<file path="src/rtl/approx_add_issue.sv">
// approx_add_issue
//   Two-stage valid/ready issue/retire wrapper around the 32-bit approximate
//   Sklansky adder. S1 registers the masked operands and drives the adder,
//   S2 captures the adder's sum/carry. A small RUN/DRAIN FSM applies
//   software approximation-level changes only on an empty pipeline, so every
//   result in flight was computed at one consistent level.
//
// Ports
//   clk, rst                  clock, async active-high reset
//   cfg_we/cfg_level/cfg_busy approximation-level write and pending flag
//   active_level              level applied to newly accepted operations
//   in_*                      operation handshake + operands/size/exact
//   add_*                     registered adder inputs / adder results
//   out_*                     result handshake + sum/carry/approx flag
//   approx_cnt                saturating count of retired approximate results
module approx_add_issue #(
  parameter int CNT_W = 16
) (
  input  logic             clk,
  input  logic             rst,
  input  logic             cfg_we,
  input  logic [2:0]       cfg_level,
  output logic             cfg_busy,
  output logic [2:0]       active_level,
  input  logic             in_valid,
  output logic             in_ready,
  input  logic [31:0]      in_a,
  input  logic [31:0]      in_b,
  input  logic             in_ci,
  input  logic [1:0]       in_size,
  input  logic             in_exact,
  output logic [31:0]      add_a,
  output logic [31:0]      add_b,
  output logic             add_ci,
  output logic [31:0]      add_size_enable,
  output logic [2:0]       add_approx_level,
  input  logic [31:0]      add_s,
  input  logic             add_co,
  output logic             out_valid,
  input  logic             out_ready,
  output logic [31:0]      out_sum,
  output logic             out_co,
  output logic             out_approx,
  output logic [CNT_W-1:0] approx_cnt
);

  typedef enum logic {RUN, DRAIN} state_t;

  state_t      state, state_nxt;
  logic        s1_valid, s2_valid, s1_word;
  logic        s1_advance, in_fire, out_fire, pipe_empty;
  logic [2:0]  pend_level;
  logic [31:0] mask;

  // Width mask; size 11 is treated as a full word.
  always_comb begin
    mask = 32'hFFFF_FFFF;
    case (in_size)
      2'b00:   mask = 32'h0000_00FF;
      2'b01:   mask = 32'h0000_FFFF;
      default: mask = 32'hFFFF_FFFF;
    endcase
  end

  assign s1_advance = !s2_valid || out_ready;
  assign in_fire    = in_valid && in_ready;
  assign out_fire   = s2_valid && out_ready;
  assign pipe_empty = !s1_valid && !s2_valid;
  assign out_valid  = s2_valid;

  // ---------------- config FSM ----------------
  always_ff @(posedge clk or posedge rst) begin
    if (rst) state <= RUN;
    else     state <= state_nxt;
  end

  always_comb begin
    state_nxt = state;
    case (state)
      RUN:     if (cfg_we)     state_nxt = DRAIN;
      DRAIN:   if (pipe_empty) state_nxt = RUN;
      default: state_nxt = RUN;
    endcase
  end

  // S1 may still accept when empty even if S2 is stalled.
  always_comb begin
    cfg_busy = (state == DRAIN);
    in_ready = (state == RUN) && (!s1_valid || s1_advance);
  end

  // A write landing in the same cycle the drain completes wins over the
  // older pending value.
  always_ff @(posedge clk or posedge rst) begin
    if (rst) begin
      pend_level   <= 3'd0;
      active_level <= 3'd0;
    end else begin
      if (cfg_we) pend_level <= cfg_level;
      if (state == DRAIN && pipe_empty)
        active_level <= cfg_we ? cfg_level : pend_level;
    end
  end

  // ---------------- S1: operand issue ----------------
  always_ff @(posedge clk or posedge rst) begin
    if (rst) begin
      s1_valid         <= 1'b0;
      s1_word          <= 1'b0;
      add_a            <= 32'd0;
      add_b            <= 32'd0;
      add_ci           <= 1'b0;
      add_size_enable  <= 32'd0;
      add_approx_level <= 3'd0;
    end else begin
      if (in_fire) begin
        s1_valid         <= 1'b1;
        s1_word          <= in_size[1];
        add_a            <= in_a & mask;
        add_b            <= in_b & mask;
        add_ci           <= in_ci;
        add_size_enable  <= mask;
        add_approx_level <= in_exact ? 3'd0 : active_level;
      end else if (s1_advance) begin
        s1_valid <= 1'b0;
      end
    end
  end

  // ---------------- S2: result capture ----------------
  always_ff @(posedge clk or posedge rst) begin
    if (rst) begin
      s2_valid   <= 1'b0;
      out_sum    <= 32'd0;
      out_co     <= 1'b0;
      out_approx <= 1'b0;
    end else begin
      if (s1_valid && s1_advance) begin
        s2_valid   <= 1'b1;
        out_sum    <= add_s;
        // Narrow ops report no carry; the adder's lane carry is not meaningful here.
        out_co     <= s1_word & add_co;
        out_approx <= (add_approx_level != 3'd0);
      end else if (out_ready) begin
        s2_valid <= 1'b0;
      end
    end
  end

  // ---------------- approximate-result counter ----------------
  always_ff @(posedge clk or posedge rst) begin
    if (rst) approx_cnt <= '0;
    else if (out_fire && out_approx && (approx_cnt != {CNT_W{1'b1}}))
      approx_cnt <= approx_cnt + CNT_W'(1);
  end

endmodule

</file>
<file path="config.mk">
export PLATFORM = sky130hd
export DESIGN_NAME = approx_add_issue
export DESIGN_NICKNAME = d
export VERILOG_FILES = /design/src/rtl/approx_add_issue.sv
export SDC_FILE = /design/constraint.sdc
export NUM_CORES = 1
export LEC_CHECK = 0
export ABC_AREA = 1
export CELL_PAD_IN_SITES_DETAIL_PLACEMENT = 1
export CELL_PAD_IN_SITES_GLOBAL_PLACEMENT = 1
export CORE_MARGIN = 2
export CORE_UTILIZATION = 26
export DETAILED_ROUTE_END_ITERATION = 8
export PLACE_DENSITY = 0.83
export SLEW_MARGIN = 20
export SYNTH_ARGS = -nofsm -noshare
export SYNTH_HDL_FRONTEND = slang
export SYNTH_SLANG_ARGS = --single-unit
export TNS_END_PERCENT = 20
</file>
<file path="constraint.sdc">
create_clock -name clk -period 5.4 [get_ports clk]
set_clock_uncertainty 0.05 [all_clocks]
set_input_delay 1.62 -clock clk [delete_from_list [all_inputs] [get_ports clk]]
set_output_delay 1.62 -clock clk [all_outputs]
set_load 0.01 [all_outputs]
</file>
==> impl_metrics.env, run 1 <==
export IMPL_viasPerCell=4.36
export IMPL_grt_usage_pct=15.9
export IMPL_drv_cap=0
export IMPL_core_rowCount=54
export IMPL_drtIter0Drc=180
export IMPL_crit_required_ns=3.73
export IMPL_avgSynthCellArea_um2=8.55
export IMPL_synth_main_ff_cell="dfrtp_1"
export IMPL_regToRegSetupSlack_ns=3.21
export IMPL_arrival_ns=3.07
export IMPL_grt_pass1_vias=5653
export IMPL_drc_errors=0
export IMPL_setup_viol=0
export IMPL_dp_hpwl_um=12900
export IMPL_path_class="in2out"
export IMPL_clk_path_buf_depth=2
export IMPL_hold_violations=0
export IMPL_synth_compound_area_share_pct=2.44
export IMPL_yosys_area_share_simple_pct=29.4
export IMPL_final_cells=1191
export IMPL_cts_root_buffer="clkbuf_16"
export IMPL_syn_area_um2=5680
export IMPL_layout_setup_ws_ns=0.659
export IMPL_fillers=2519
export IMPL_firstDrtPassIters=4
export IMPL_r2r_end="add_a[8]"
export IMPL_min_path_type="reg2reg"
export IMPL_wl_per_cell_um=15.0
export IMPL_grt_max_degree=92
export IMPL_slew_headroom_pct=33.8
export IMPL_grt_pass1_wl_um=29600
export IMPL_power_density_nw_per_um2=545
export IMPL_synth_edf_count=0
export IMPL_synth_top_area_share_pct=57.7
export IMPL_synth_xor_area_share_pct=0.770
export IMPL_fin_crit_sh_pct=87.8
export IMPL_tritoncts_num_buffers=17
export IMPL_yosysTopAreaCell="dfrtp_1"
export IMPL_rsz0062_at_grt="no"
export IMPL_antenna_cells=0
export IMPL_timing_rr_start="out_valid"
export IMPL_cp_end_kind="primary output"
export IMPL_io_pins=265
export IMPL_p_leak_uw=0.00427
export IMPL_yosysWarnings=0
export IMPL_die_height_um=152
export IMPL_critPathSlowestCell="clkdlybuf4s50_1"
export IMPL_slowest_delay_ns=0.53
export IMPL_rr_worst_depth=6
export IMPL_die_area_um2=23100
export IMPL_irDropWorstVdd_mv=0.277
export IMPL_synthMuxAreaShare_pct=0
export IMPL_outcome="complete, no violations"
export IMPL_synth_area_leaders="dfrtp_1 58%, nand2_1 22%, buf_4 4.8%"
export IMPL_vias=5198
export IMPL_post_cts_resized=0
export IMPL_yosys_cell_types_count=29
export IMPL_place_congestion=0.758
export IMPL_wirelength_um=17900
export IMPL_fmax_ghz=0.211
export IMPL_die_x_um=152
export IMPL_syn_inst=665
export IMPL_fin_nets=1008
export IMPL_ys_ff_latch=131
export IMPL_antenna_found_initial=1
export IMPL_overflow=0
export IMPL_worstMarginPinSlew_ns=0.992
export IMPL_synthArstFlopShare_pct=100
export IMPL_synth_top_family_by_area="simple AND/OR/NAND/NOR gates"
export IMPL_critPathTopFamily="buffers and inverters"
export IMPL_cp_cell_sequence="clkdlybuf4s50_1 > inv_1 > nand3_1 > nand2_1 > inv_1 > clkdlybuf4s50_1"
export IMPL_layout_drive_gt1_share_pct=5.82
export IMPL_synth_adder_area_share_pct=0.220
export IMPL_start_util_pct=26.3
export IMPL_cts_hold_buf=0
export IMPL_finalCriticalPeriod_ns=4.74
export IMPL_critPathMaxFanout=2
export IMPL_hold_path_endpoint="add_b[0]"
export IMPL_min_from="add_b[0]"
export IMPL_pre_cts_slack_ns=0.679
export IMPL_worstHoldPathCells=2
export IMPL_crit_path_start_kind="input port"
export IMPL_h_tree_depth=4
export IMPL_tns_ns=0
export IMPL_maxSlewViolCount=0
export IMPL_clk_pin_slew_ns=0.06
export IMPL_portBuffers=264
export IMPL_cts_sinks=131
export IMPL_synth_seq_area_share_pct=57.7
export IMPL_syn_to_final_growth_pct=56.9
export IMPL_final_core_util_pct=41.3
export IMPL_clock_latency_ns=0.41
export IMPL_dpl_cell_count=1159
export IMPL_coreArea_um2=21600
export IMPL_ant_nets=0
export IMPL_synthesis_nets=775
export IMPL_cts_setup_buffers=0
export IMPL_path_buf_inv=4
export IMPL_cts_tree="yes"
[through the flow]
stage | hold slack (ns) | cell area [um2] | power [uW]
4_1_cts | 0.428 | 8920 | 4950
3_5_place_dp | 0.412 | 8340 | 3770
3_3_place_gp | 0.399 | 8340 | 3690
6_report | 0.422 | 8920 | 4860
2_1_floorplan | 0.387 | 5680 | 2590
5_1_grt | 0.448 | 8920 | 5180
[tightest hold or removal path, stage by stage (launching register included)]
cell and delay (ns):
dfrtp_1 0.34, nand2_1 0.06, nand2_1 0.05
[per-layer routing]
layer	routed length [um]	vias to the layer above	GRT usage [%]
met2	8790	190	27.0
li1	-	2489	-
met3	1440	16	6.22
met4	194	2	4.18
met1	7470	2501	18.8
met5	13	-	0
[area by class of cell]
class | count | area (um2) | area share (%)
Clock buffer | 18 | 439 | 4.92
Inverter | 41 | 161 | 1.81
Clock inverter | 14 | 139 | 1.56
Timing Repair Buffer | 269 | 2680 | 30.0
Sequential cell | 131 | 3280 | 36.8
Tap cell | 280 | 350 | 3.93
Multi-Input combinational cell | 438 | 1870 | 21.0
[registers in the layout, indices dropped and copies added (netlist names), 3 cells and up]
register,count
approx_cnt,16
pend_level,3
active_level,3
add_b,32
add_approx_level,3
add_a,32
out_sum,32
add_size_enable,3
[power by group]
group          switching, uW  internal [uW]  total (uW)
Combinational            964           1090        2050
Clock                    482            659        1140
Sequential               270           1390        1660
Total                   1720           3140        4860
[placed cells by master, fill, tap and decap left out, drive strengths merged]
cell           synthesis  routed
a21oi                  2       2
a31oi                  3       3
nand3b                 5       5
clkbuf                 6      18
clkdlybuf4s50          0     264
xor2                   3       3
clkinv                 0       2
or2                    1       1
nor2                  24      24
buf                   49       5
nor3                   1       1
o21ai                 19      19
clkinvlp               0       3
nor4                   1       1
ha                     1       1
nand3                 45      45
xnor2                  2       2
dfrtp                131     131
nand4                  4       4
inv                   41      49
bufinv                 0       1
nand2                327     327
[Yosys cell counts (4+ instances only)]
library cell	instances
o21ai_1	9
nor2_1	16
nand3b_1	5
buf_2	9
dfrtp_1	131
nand3_1	45
inv_1	39
nor2_2	5
o21ai_0	8
buf_6	4
nand2_1	326
clkbuf_1	6
buf_4	36
[how the worst max path moves through the flow]
stage	cells past startpoint	endpoint	startpoint	slack, ns
3_5_place_dp	6	in_ready	out_ready	0.68
4_1_cts	6	in_ready	out_ready	0.66
5_1_grt	6	in_ready	out_ready	0.62
2_1_floorplan	1	active_level[0]	rst	0.23
3_3_place_gp	6	in_ready	out_ready	0.67
6_report	6	in_ready	out_ready	0.66
[kinds of logic (layout without fill, tap and decap cells)]
group,after synthesis,after routing
fa+ha+maj,1,1
flops,131,131
compound gates,24,24
simple gates,408,408
buf+inv,96,342
xor+xnor,5,5
Power figures use the tool's default switching activity.
==> run 2, diff against run 1 <==
CAP_MARGIN = 20   (was not set)
==> results of run 2 <==
Final layout, timing and power as in run 1 (identical DEF).
==> run 3, diff against run 2 <==
CTS_CLUSTER_DIAMETER = 30   (was not set)
==> results of run 3 <==
Final layout, timing and power as in run 1 (identical DEF).
